## src/rtl/picobello_pkg.sv

```systemverilog
// Shared types and constants for the multicast AW decode path.
// Contents:
//   - address-map, mask-select and AW user-bit types
//   - mcast_dec_t: one decoded request (destination, masks, B count, error flags)
//   - skid_state_e: occupancy states of the output skid buffer
//   - SamMcast: default multicast system address map
//   - popcount: helper used to derive the expected B count
package picobello_pkg;

  localparam int unsigned AxiAddrWidth     = 32;
  localparam int unsigned AtopWidth        = 6;
  localparam int unsigned McastMaxMaskLen  = 6;
  localparam int unsigned McastNumDstWidth = 2 * McastMaxMaskLen + 1;
  localparam int unsigned SamNumRules      = 3;

  typedef struct packed {
    logic [3:0] x;
    logic [3:0] y;
  } id_t;

  typedef struct packed {
    logic [5:0] offset;
    logic [5:0] len;
  } mask_sel_t;

  typedef struct packed {
    logic [AxiAddrWidth-1:0] mcast_mask;
    logic [AtopWidth-1:0]    atomic;
  } mcast_user_t;

  typedef struct packed {
    id_t                     idx;
    logic [AxiAddrWidth-1:0] start_addr;
    logic [AxiAddrWidth-1:0] end_addr;
    mask_sel_t               mask_x;
    mask_sel_t               mask_y;
  } sam_multicast_rule_t;

  typedef struct packed {
    id_t                         dst;
    logic [McastMaxMaskLen-1:0]  mask_x;
    logic [McastMaxMaskLen-1:0]  mask_y;
    logic [McastNumDstWidth-1:0] num_dst;
    logic                        decerr;
    logic                        mcast_err;
  } mcast_dec_t;

  typedef enum logic [1:0] {
    SKID_EMPTY = 2'd0,
    SKID_ONE   = 2'd1,
    SKID_FULL  = 2'd2
  } skid_state_e;

  // Rule 1 overlaps rule 0 on purpose: the lower index has priority, so
  // rule 1 only answers for addresses past the end of rule 0.
  // Rule 2 has no mask fields at all (unicast-only region).
  localparam sam_multicast_rule_t [SamNumRules-1:0] SamMcast = '{
    2: '{idx: '{x: 4'd3, y: 4'd3},
         start_addr: 32'h7000_0000, end_addr: 32'h7001_0000,
         mask_x: '{offset: 6'd0, len: 6'd0},
         mask_y: '{offset: 6'd0, len: 6'd0}},
    1: '{idx: '{x: 4'd2, y: 4'd2},
         start_addr: 32'h2000_0000, end_addr: 32'h3000_0000,
         mask_x: '{offset: 6'd16, len: 6'd3},
         mask_y: '{offset: 6'd12, len: 6'd1}},
    0: '{idx: '{x: 4'd1, y: 4'd1},
         start_addr: 32'h2000_0000, end_addr: 32'h2004_0000,
         mask_x: '{offset: 6'd20, len: 6'd2},
         mask_y: '{offset: 6'd18, len: 6'd2}}
  };

  function automatic logic [5:0] popcount(input logic [31:0] v);
    logic [5:0] cnt;
    cnt = '0;
    for (int i = 0; i < 32; i++) begin
      cnt = cnt + 6'(v[i]);
    end
    return cnt;
  endfunction

endpackage

```

## src/rtl/picobello_mcast_rule_match.sv

```systemverilog
// Combinational multicast rule lookup and mask extraction.
// Ports:
//   addr_i  - AW address to look up
//   user_i  - AW user bits (mcast_user_t: mcast_mask, atomic)
//   dec_o   - decoded request (mcast_dec_t)
module picobello_mcast_rule_match
  import picobello_pkg::*;
#(
  parameter int unsigned AddrWidth  = AxiAddrWidth,
  parameter int unsigned NumRules   = SamNumRules,
  parameter int unsigned MaxMaskLen = McastMaxMaskLen,
  parameter sam_multicast_rule_t [NumRules-1:0] RuleTable = SamMcast
) (
  input  logic [AddrWidth-1:0]           addr_i,
  input  logic [$bits(mcast_user_t)-1:0] user_i,
  output logic [$bits(mcast_dec_t)-1:0]  dec_o
);

  mcast_user_t          user;
  mcast_dec_t           dec;
  logic                 hit;
  id_t                  hit_idx;
  mask_sel_t            sel_x;
  mask_sel_t            sel_y;
  logic [AddrWidth-1:0] field_x;
  logic [AddrWidth-1:0] field_y;
  logic [AddrWidth-1:0] in_fields;
  logic                 outside_err;
  logic                 atomic_err;
  logic [5:0]           pop_sum;

  assign user  = mcast_user_t'(user_i);
  assign dec_o = dec;

  always_comb begin
    hit     = 1'b0;
    hit_idx = '0;
    sel_x   = '0;
    sel_y   = '0;
    // Walk from the top index down so the lowest matching rule is the last
    // one written and therefore wins.
    for (int i = NumRules - 1; i >= 0; i--) begin
      if (addr_i >= RuleTable[i].start_addr && addr_i < RuleTable[i].end_addr) begin
        hit     = 1'b1;
        hit_idx = RuleTable[i].idx;
        sel_x   = RuleTable[i].mask_x;
        sel_y   = RuleTable[i].mask_y;
      end
    end

    // Shifting an all-ones vector left by len leaves exactly len low zeros,
    // so its complement is the field mask (empty for len = 0).
    field_x = (user.mcast_mask >> sel_x.offset) & ~({AddrWidth{1'b1}} << sel_x.len);
    field_y = (user.mcast_mask >> sel_y.offset) & ~({AddrWidth{1'b1}} << sel_y.len);

    // Any mask bit not covered by either selected field is illegal.
    in_fields   = (field_x << sel_x.offset) | (field_y << sel_y.offset);
    outside_err = |(user.mcast_mask & ~in_fields);
    atomic_err  = (|user.atomic) & (|user.mcast_mask);

    pop_sum = popcount(32'(field_x[MaxMaskLen-1:0])) + popcount(32'(field_y[MaxMaskLen-1:0]));

    dec           = '0;
    dec.dst       = hit ? hit_idx : '0;
    dec.decerr    = ~hit;
    dec.mcast_err = hit & (outside_err | atomic_err);
    // Errored requests still travel downstream as a single unicast so one
    // error B comes back.
    if (dec.decerr || dec.mcast_err) begin
      dec.num_dst = McastNumDstWidth'(1);
    end else begin
      dec.mask_x  = field_x[MaxMaskLen-1:0];
      dec.mask_y  = field_y[MaxMaskLen-1:0];
      dec.num_dst = McastNumDstWidth'(1) << pop_sum;
    end

    assert (!hit || (int'(sel_x.offset) + int'(sel_x.len) <= int'(AddrWidth)));
    assert (!hit || (int'(sel_y.offset) + int'(sel_y.len) <= int'(AddrWidth)));
  end

endmodule

```

## src/rtl/picobello_mcast_aw_decoder.sv

```systemverilog
// Pipelined multicast AW decode stage with a 2-entry output skid buffer.
// Ports:
//   clk_i, rst_ni        - clock, asynchronous active-low reset
//   req_valid_i/_ready_o - AW request handshake (ready is a flop, not fed by rsp_ready_i)
//   req_addr_i           - AW address
//   req_user_i           - AW user bits (mcast_mask, atomic)
//   rsp_valid_o/_ready_i - decoded request handshake
//   rsp_dst_o            - base destination id of the matched rule
//   rsp_mask_x_o/_y_o    - extracted X/Y masks
//   rsp_num_dst_o        - number of B responses to expect
//   rsp_decerr_o         - no rule matched
//   rsp_mcast_err_o      - illegal multicast mask
module picobello_mcast_aw_decoder
  import picobello_pkg::*;
#(
  parameter int unsigned AddrWidth  = AxiAddrWidth,
  parameter int unsigned NumRules   = SamNumRules,
  parameter int unsigned MaxMaskLen = McastMaxMaskLen,
  parameter sam_multicast_rule_t [NumRules-1:0] RuleTable = SamMcast
) (
  input  logic                           clk_i,
  input  logic                           rst_ni,
  input  logic                           req_valid_i,
  output logic                           req_ready_o,
  input  logic [AddrWidth-1:0]           req_addr_i,
  input  logic [$bits(mcast_user_t)-1:0] req_user_i,
  output logic                           rsp_valid_o,
  input  logic                           rsp_ready_i,
  output logic [$bits(id_t)-1:0]         rsp_dst_o,
  output logic [MaxMaskLen-1:0]          rsp_mask_x_o,
  output logic [MaxMaskLen-1:0]          rsp_mask_y_o,
  output logic [2*MaxMaskLen:0]          rsp_num_dst_o,
  output logic                           rsp_decerr_o,
  output logic                           rsp_mcast_err_o
);

  mcast_dec_t  dec;
  mcast_dec_t  main_q, main_d;
  mcast_dec_t  skid_q, skid_d;
  skid_state_e state_q, state_d;
  logic        ready_q, ready_d;
  logic        accept;
  logic        consume;

  picobello_mcast_rule_match #(
    .AddrWidth (AddrWidth),
    .NumRules  (NumRules),
    .MaxMaskLen(MaxMaskLen),
    .RuleTable (RuleTable)
  ) i_rule_match (
    .addr_i(req_addr_i),
    .user_i(req_user_i),
    .dec_o (dec)
  );

  assign accept  = req_valid_i & ready_q;
  assign consume = (state_q != SKID_EMPTY) & rsp_ready_i;

  // main always holds the oldest entry and drives the outputs; skid only
  // fills when a request arrives while main is stalled.
  always_comb begin
    state_d = state_q;
    main_d  = main_q;
    skid_d  = skid_q;
    unique case (state_q)
      SKID_EMPTY: begin
        if (accept) begin
          main_d  = dec;
          state_d = SKID_ONE;
        end
      end
      SKID_ONE: begin
        if (accept && consume) begin
          main_d = dec;
        end else if (accept) begin
          skid_d  = dec;
          state_d = SKID_FULL;
        end else if (consume) begin
          state_d = SKID_EMPTY;
        end
      end
      SKID_FULL: begin
        if (consume) begin
          main_d  = skid_q;
          state_d = SKID_ONE;
        end
      end
      default: state_d = SKID_EMPTY;
    endcase
    // Ready is registered from the next state so rsp_ready_i never reaches
    // req_ready_o combinationally.
    ready_d = (state_d != SKID_FULL);
  end

  // State, entries and ready flag; ready stays low throughout reset.
  always_ff @(posedge clk_i or negedge rst_ni) begin
    if (!rst_ni) begin
      state_q <= SKID_EMPTY;
      main_q  <= '0;
      skid_q  <= '0;
      ready_q <= 1'b0;
    end else begin
      state_q <= state_d;
      main_q  <= main_d;
      skid_q  <= skid_d;
      ready_q <= ready_d;
    end
  end

  assign req_ready_o     = ready_q;
  assign rsp_valid_o     = (state_q != SKID_EMPTY);
  assign rsp_dst_o       = main_q.dst;
  assign rsp_mask_x_o    = main_q.mask_x;
  assign rsp_mask_y_o    = main_q.mask_y;
  assign rsp_num_dst_o   = main_q.num_dst;
  assign rsp_decerr_o    = main_q.decerr;
  assign rsp_mcast_err_o = main_q.mcast_err;

endmodule

```

## config.mk

```make
export PLATFORM = sky130hd
export DESIGN_NAME = picobello_mcast_aw_decoder
export DESIGN_NICKNAME = d
export VERILOG_FILES = /design/src/rtl/picobello_pkg.sv /design/src/rtl/picobello_mcast_rule_match.sv /design/src/rtl/picobello_mcast_aw_decoder.sv
export SDC_FILE = /design/constraint.sdc
export NUM_CORES = 1
export LEC_CHECK = 0
export BUFFER_PORTS_ARGS = -buffer_cell sky130_fd_sc_hd__clkbuf_2
export CAP_MARGIN = 20
export CORE_MARGIN = 2
export CORE_UTILIZATION = 53
export CTS_CLUSTER_SIZE = 16
export DETAILED_ROUTE_END_ITERATION = 8
export PLACE_DENSITY = 0.9
export SYNTH_ARGS = -nofsm -noshare
export SYNTH_HDL_FRONTEND = slang
export SYNTH_HIERARCHICAL = 1
export SYNTH_SLANG_ARGS = --single-unit
```

## constraint.sdc

```tcl
create_clock -name clk_i -period 1.53 [get_ports clk_i]
set_input_delay 0 -clock clk_i [delete_from_list [all_inputs] [get_ports clk_i]]
set_output_delay 0 -clock clk_i [all_outputs]
set_load 0.01 [all_outputs]
```

### Word level (Yosys, flattened, before mapping)

Index checks and enable logic that the tools add are counted.

| operators by class | value |
|---|---|
| equal/unequal tests | 6 |
| shifts and indexed selects | 7 |
| reduce and logical (&&, ||, !) cells | 13 |
| add/sub/neg operators | 11 |
| multipliers | 0 |
| multiplexer cells | 25 |
| divide/modulo/power cells | 0 |
| bitwise logic cells | 14 |
| $lt $le $gt $ge | 5 |

Operator list:

| cell | count |
|---|---|
| two-way mux 35 bit | 3 |
| one-hot mux 35 bit (3 select lines) | 1 |
| AND 32 bit | 3 |
| inverter 32 bit | 3 |
| two-way mux 11 bit | 6 |
| less-than comparator 32 x 30 -> 1 bit (second input constant) | 2 |
| OR reduction 32 bit | 2 |
| << shifter 32 x 5 -> 32 bit | 2 |
| << shifter 32 x 6 -> 32 bit (first input constant) | 2 |
| right shift 32 x 5 -> 32 bit | 2 |
| adder 6 x 1 -> 6 bit | 8 |
| >= comparator 32 x 30 -> 1 bit (second input constant) | 1 |
| >= comparator 32 x 31 -> 1 bit (second input constant) | 1 |
| less-than comparator 32 x 31 -> 1 bit (second input constant) | 1 |
| OR 32 bit | 1 |
| two-way mux 6 bit | 3 |
| two-way mux 13 bit | 1 |
| << shifter 1 x 6 -> 13 bit (first input constant) | 1 |
| two-way mux 12 bit | 1 |
| two-way mux 2 bit | 5 |
| != test 2 bit (second input constant) | 4 |
| adder 6 bit | 1 |
| one-hot mux 2 bit (3 select lines) | 1 |
| OR reduction 6 bit | 1 |
| other kinds (15) | 25 |

| storage, ports and cells | value |
|---|---|
| output and inout bits | 37 |
| memories | 0 |
| bits of input ports | 74 |
| memory bits (writable) | 0 |
| flip-flop bits (word level) | 73 |
| bits in read-only memories | 0 |
| word-level logic and storage cells | 97 |
| latch bits | 0 |

### Longest topological paths before layout

Gate-level depths: netlist (run 1).

| logic depth | value |
|---|---|
| depth after elaboration | 19 |
| depth in mapped cells | 14 |
| mapped depth without buffers | 14 |

### Modules after synthesis

Netlist (run 1), hierarchy kept.

By module, submodules not included:

| module | cells an instance | seq. area each (sq um) | area an instance (sq um) | times used |
|---|---|---|---|---|
| picobello_mcast_aw_decoder | 209 | 1,826.8 | 3,259.4 | 1 |
| picobello_mcast_rule_match | 92 | 0.0 | 689.4 | 1 |

### Worst setup path after synthesis (run 1)

Ideal clock, no wire load.

| timing | value |
|---|---|
| kind | input port to flip-flop |
| start point | input req_addr_i[28] |
| end point | register main_q (netlist bit rsp_num_dst_o[4]) |
| library setup time | 64 ps |
| stages | 14 |
| path slack | -1,795 ps |
| data arrival time | 3,261 ps |
| cells stage by stage | nor4b_4 > and2_2 > fa_1 > fa_1 > inv_1 > fa_1 > inv_1 > ha_1 > xor2_1 > nor3_1 > o211ai_1 > nor4b_1 > o32a_1 > o21a_1 |

RTL lines:

| element | RTL line | RTL |
|---|---|---|
| from (decl) | picobello_mcast_aw_decoder.sv:25 | `input logic [AddrWidth-1:0] req_addr_i,` |
| to (signal assigned) | picobello_mcast_aw_decoder.sv:104 | `main_q <= main_d;` |
| to (decl) | picobello_mcast_aw_decoder.sv:38 | `mcast_dec_t main_q, main_d;` |

==> flow_summary.ini, run 1 <==
[status]
outcome = finished, violations left
violations = setup timing

[routing]
wl_mm = 9.61
viasPerCell = 5.67
vias = 3049
drc_errors = 0
post_drt_wl_per_cell_microns = 17.9
dr.pass1.iters = 4
first_iter_violations = 165
ant_nets = 0

[floorplan]
io_pins = 111
die_y_microns = 90.3
die_area_sq_um = 8160
initial_utilization_pct = 54.7
placementRows = 31
core_sq_um = 7210
die_w_microns = 90.3

[sta]
fin_ws_ns = -1.52
holdWs_ns = 0.0422
period_minus_slack_ns = 3.05
clock_skew_ns = 0.00622
drv_slew = 0
rsz0062_at_grt = true
tightest_slew_ns = 0.605
period_share_pct = 199
clock.fmax_mhz = 328
setup_violations = 26
hold_violations = 0
slew_headroom_pct = 59.5

[place]
place_inst = 506
placed_area_sq_um = 4640
io_buffers = 94
dp_hpwl_mm = 6.25
gp_congestion = 0.892

[setup_path]
path_buf_inv = 4
crit_arrival_ns = 3.29
crit_slowest_cell = fa_1
critPathLaunchType = input pin
cp_top_family = adder cells
worst-setup-path-type = input pin to flop
worstSetupEndpointType = flop
worstPathRequired_ns = 1.77
worstPathCellList = buf_8, nor4b_4, and2_4, fa_1, fa_2, inv_2, fa_1, inv_2, ha_4, xor2_4, buf_4, nor3_1, and4_1, o32a_1, o21a_1
path_max_fanout = 3
cpPeakStageDelay_ns = 0.45

[pwr]
switchingPower_mw = 2.34
p_int_mw = 4.52
power.density_nw_per_um2 = 1350
cellLeakagePower_nw = 2.41
p_seq_share_pct = 43.3
power_frac_comb_pct = 37.4
pwr-share-clk_pct = 19.3
peakVddDrop_uv = 649
sw_frac_of_total_pct = 34.2

[yosys]
synth_area_sq_um = 3950
synth.most_common_cell = dfrtp_1
synth_common_cells = dfrtp_1 (73), o21a_1 (35), mux2_4 (30), o32a_1 (30), buf_4 (14)
synth_top_area_share_pct = 46.3
synthTopCellsByArea = dfrtp_1 (46%), mux2_4 (11%), o32a_1 (7.6%)
synthDistinctLibCells = 48
synthArstFlopShare_pct = 100
synth_edf_count = 0
synth_seq_cells = 73
synth_cells = 301
yosysTopAreaCell = dfrtp_1
ys_seq_area_share_pct = 46.3
yosys_warnings = 6
synth_ff_type = dfrtp_1
syn_avg_cell_area_sq_um = 13.1

[cells_and_area]
layout.cells.non_filler = 538
antennaDiodeCount = 0
post-route-util_pct = 70.6
final_area_sq_um = 5100
syn2layout_area_growth_pct = 29.1
fillers = 527
nets = 518
drive_gt1_share_pct = 53.5

[min_path]
holdCritPathClass = input pin to flop

[clock_network]
insertion_delay_ns = 0.34
cts_tree = done
htree_num_levels = 3
clk_pin_slew_ns = 0.08
root_buffer = clkbuf_8
clock_sinks = 73
cts.path.max_buffers = 2
cts_buffers = 9

[grt]
antenna_found_initial = 0
grt_overflow = 0
grt_pass1_vias = 3253
grt-busiest-layer = met2
grt_pass1_wl_mm = 15.2
grt_util_met2_pct = 40.5
grt_max_degree = 46
grt_util_all_layers_pct = 23.1
grt_use_met1_pct = 28.6
grt_util_met3_pct = 5.01

[run]
maxCapViolCount = 0
## per-layer routing
metal,routed length [microns],part of all wire [%]
met5,0,0
met4,178,1.9
met3,544,5.7
met2,5000,52
met1,3890,40
## flip-flops by register name, summed over array words and instances, names as in the netlist
signal	flops
skid_q	35
rsp_num_dst_o	13
rsp_dst_o	8
rsp_mask_x_o	6
rsp_mask_y_o	6
state_q	2
req_ready_o	1
rsp_decerr_o	1
rsp_mcast_err_o	1
## area by class of cell
cell class / instances / area, sq um / area share [%]
Inverter: 6 / 22.5 / 0.442
Clock inverter: 6 / 42.5 / 0.835
Sequential cell: 73 / 1830 / 35.9
Timing Repair Buffer: 138 / 886 / 17.4
Multi-Input combinational cell: 206 / 2070 / 40.5
Tap cell: 99 / 124 / 2.43
Clock buffer: 10 / 128 / 2.50
## worst register-to-register path: cells and delay by family (launching register included)
| family | cells | cell delay (ns) |
|---|---|---|
| and+or+nand+nor | 1 | 0.22 |
| DFF | 1 | 0.41 |
| buffers and inverters | 1 | 0.23 |
| AOI/OAI and AO/OA | 2 | 0.55 |
## layout by cell type, fill, tap and decap left out, types with 3 or more instances in the layout
cell       n
dfrtp_1   72
nor4_1    10
mux2_2     5
o32a_2     5
buf_12     3
conb_1    15
clkbuf_8   9
mux2_4    30
o32a_1    30
and2_4     3
nor2_1     3
nand3_1    3
and2_1     4
inv_1      4
buf_6      8
buf_4     32
nor2_2     4
o21a_1    35
nor4b_1    3
nor2_4     6
ha_1       5
clkbuf_2  91
## power by group through the flow
stage,registers (mW),logic [mW],clock network [mW]
2_1_floorplan,3.14,1.50,0
3_3_place_gp,2.96,2.40,0
3_5_place_dp,3.00,2.48,0
4_1_cts,2.97,2.55,1.34
5_1_grt,3.05,2.76,1.44
6_report,2.97,2.56,1.32
## logic make-up after synthesis
logic type	after synthesis	share of synthesized area [%]
compound gates	79	17.7
xor+xnor	1	0.222
fa+ha+maj	10	3.74
buf+inv	37	7.51
flops	73	46.3
mux	36	13.1
other cells	1	0.0950
simple gates	64	11.4
## timing repair
item | CTS | global route
endpoints found under the hold margin | 23 | 0
setup buffers | 8 | 5
gates cloned | 1 | 0
hold buffers | 2 | 0
setup endpoints to repair | 48 | 57
resized for setup | 6 | 30
pin swaps | 16 | 19
## metrics by stage
stage / TNS [ns] / setup slack [ns] / power (mW)
final: -36.44 / -1.52 / 6.86
after global routing: -38.83 / -1.62 / 7.26
after CTS: -35.03 / -1.47 / 6.86
after detailed placement: -49.59 / -1.96 / 5.48
after global placement: -45.36 / -1.81 / 5.36
after floorplan: -26.85 / -1.21 / 4.64
## final timing paths
check / from / end / slack, ns / cells after the start
max: req_addr_i[31] / rsp_num_dst_o[12] / -1.52 / 15
min: req_valid_i / req_ready_o / 0.04 / 3
max reg2reg: state_q[1] / rsp_num_dst_o[0] / 0.01 / 4
min reg2reg: rsp_mask_y_o[0] / rsp_mask_y_o[0] / 0.49 / 1
max in group asynchronous: rst_ni / state_q[0] / 0.78 / 3
min in group asynchronous: rst_ni / skid_q[6] / 0.17 / 2
Note: power is estimated with default switching activity, not from simulation.
==> inputs of run 2 (changes only) <==
- CORE_ASPECT_RATIO: not set -> 1.25
==> run 2 against run 1 <==
Compared with the run above: the run still ends with setup timing left; routed wire length up 3.7%; via count grew 2.1%; critical path depth increased by 1; clock power rose by 27%; setup slack is essentially flat; sequential share of layout area shrank 0.61 points; power up 6.5%; final cell count is 0.19% lower; first-iteration DRC count grew 27%; fmax hardly changed; critical endpoint is now rsp_num_dst_o[11]; highest routed layer unchanged.
==> flow_summary.ini, run 2 (synthesis gave the netlist of run 1 again) <==
[status]
outcome = finished, violations left
violations = setup timing

[sta]
clock.fmax_mhz = 328
period_minus_slack_ns = 3.05
hold_violations = 0
setup_violations = 26
drv_slew = 0
tightest_slew_ns = 0.646
slew_headroom_pct = 56.5
clock_skew_ns = 0.00763
period_share_pct = 199
fin_ws_ns = -1.52
rsz0062_at_grt = true

[setup_path]
worstPathRequired_ns = 1.82
path_max_fanout = 4
crit_slowest_cell = fa_1
path_buf_inv = 5
critPathLaunchType = input pin
r2r_cells = 4
worstPathCellList = buf_6, nor4b_4, and2_4, fa_1, fa_2, inv_2, fa_1, inv_2, ha_4, xor2_4, buf_4, o2111ai_4, buf_6, nor2_1, o32a_1, o21a_1
worst-setup-path-type = input pin to flop
cp_top_family = adder cells
critical_path.reg2reg.endpoint = rsp_num_dst_o[9]
crit_arrival_ns = 3.34
r2r-start = state_q[1]
cpPeakStageDelay_ns = 0.45
worstSetupEndpointType = flop
reg2reg_slack_ns = 0.02

[clock_network]
root_buffer = clkbuf_8
cts_tree = done
cts_buffers = 9
clk_pin_slew_ns = 0.08
htree_num_levels = 3
insertion_delay_ns = 0.34
clock_sinks = 73
cts.path.max_buffers = 2

[cells_and_area]
drive_gt1_share_pct = 54.2
largest-register = skid_q
antennaDiodeCount = 0
syn2layout_area_growth_pct = 31.3
most-common-layout-cells = clkbuf_2 (91), dfrtp_1 (72), buf_4 (41), o21a_1 (35)
largest_reg_flops = 35
final_common_cell = clkbuf_2
nets = 524
post-route-util_pct = 70.9

[floorplan]
die_y_microns = 101
initial_utilization_pct = 54.0
placementRows = 35
io_pins = 111
die_area_sq_um = 8160
die_w_microns = 81.2
core_sq_um = 7310

[pwr]
power.density_nw_per_um2 = 1410
peakVddDrop_uv = 701
total_power_mw = 7.30
cellLeakagePower_nw = 2.46

[routing]
dr.pass1.iters = 4
post_drt_wl_per_cell_microns = 18.5
wl_mm = 9.96
ant_nets = 0
drc_errors = 0
viasPerCell = 5.80
vias = 3113
first_iter_violations = 209

[grt]
grt_max_degree = 29
grt_pass1_vias = 3242
grt_overflow = 0
grt_util_all_layers_pct = 24.9
antenna_found_initial = 0
grt_pass1_wl_mm = 15.4

[min_path]
min-delay-start = req_valid_i
hold-path-endpoint = req_ready_o
holdCritPathClass = input pin to flop
hold_depth = 3

[place]
io_buffers = 94
gp_congestion = 0.854
dp_hpwl_mm = 6.40

[run]
maxCapViolCount = 0
[run 2: cell types whose count changed in the layout (fill, tap and decap cells not counted), moves of 2 or more]
| cell | change |
|---|---|
| buf_6 | -5 |
| clkinv_2 | -2 |
| buf_4 | +9 |
| nor2_2 | +3 |
| bufinv_16 | +2 |
| nor2_4 | -3 |
| buf_12 | +3 |
[run 2: cell type report]
class	instances	area, sq um
Clock buffer	10	128
Sequential cell	73	1830
Timing Repair Buffer	145	957
Clock inverter	6	91.3
Fill cell	446	2130
Tap cell	92	115
Inverter	6	22.5
Multi-Input combinational cell	205	2040
[run 2: worst reg2reg max path, delay by kind of cell (launching register included)]
| kind | cells | cell delay [ns] |
|---|---|---|
| compound gates | 2 | 0.48 |
| buf+inv | 1 | 0.24 |
| flops | 1 | 0.40 |
| simple gates | 1 | 0.28 |
[run 2: how the worst max path moves through the flow]
stage / from / end / cells after the start
floorplan: req_addr_i[31] / rsp_num_dst_o[4] / 13
global route: req_addr_i[30] / rsp_num_dst_o[4] / 15
detailed placement: req_addr_i[31] / rsp_num_dst_o[4] / 15
finish: req_addr_i[30] / rsp_num_dst_o[11] / 16
global placement: req_addr_i[31] / rsp_num_dst_o[7] / 15
CTS: req_addr_i[28] / rsp_num_dst_o[4] / 15
[run 2: power breakdown]
| part | internal [mW] | switching (mW) |
|---|---|---|
| combinational | 1.42 | 1.22 |
| sequential | 2.58 | 0.414 |
| clock | 0.924 | 0.754 |
| total | 4.92 | 2.38 |
[run 2: layer usage]
metal / GRT usage, % / routed length [microns] / up-vias
li1: - / - / 1403
met1: 29.0 / 3760 / 1534
met2: 43.3 / 5340 / 148
met3: 4.75 / 536 / 28
met4: 12.4 / 325 / 0
met5: 0 / 0 / -
[run 2: repair_timing]
| item | in CTS | in global routing |
|---|---|---|
| gates cloned | 0 | 0 |
| hold endpoints to repair | 21 | 0 |
| pin swaps | 14 | 19 |
| gates resized for setup | 10 | 14 |
| hold buffers | 2 | 0 |
| endpoints found under the setup margin | 26 | 39 |
| setup buffers | 6 | 7 |
[run 2: through the flow]
step	TNS, ns	instances	cell area, sq um	worst slack [ns]	hold slack (ns)
3_5_place_dp	-46.27	507	4730	-1.91	0.00224
4_1_cts	-33.71	531	5070	-1.44	0.0357
6_report	-35.52	537	5180	-1.52	0.0424
2_1_floorplan	-26.85	315	4070	-1.21	-0.296
5_1_grt	-37.80	537	5180	-1.64	0.0599
3_3_place_gp	-42.23	507	4730	-1.76	-0.00917
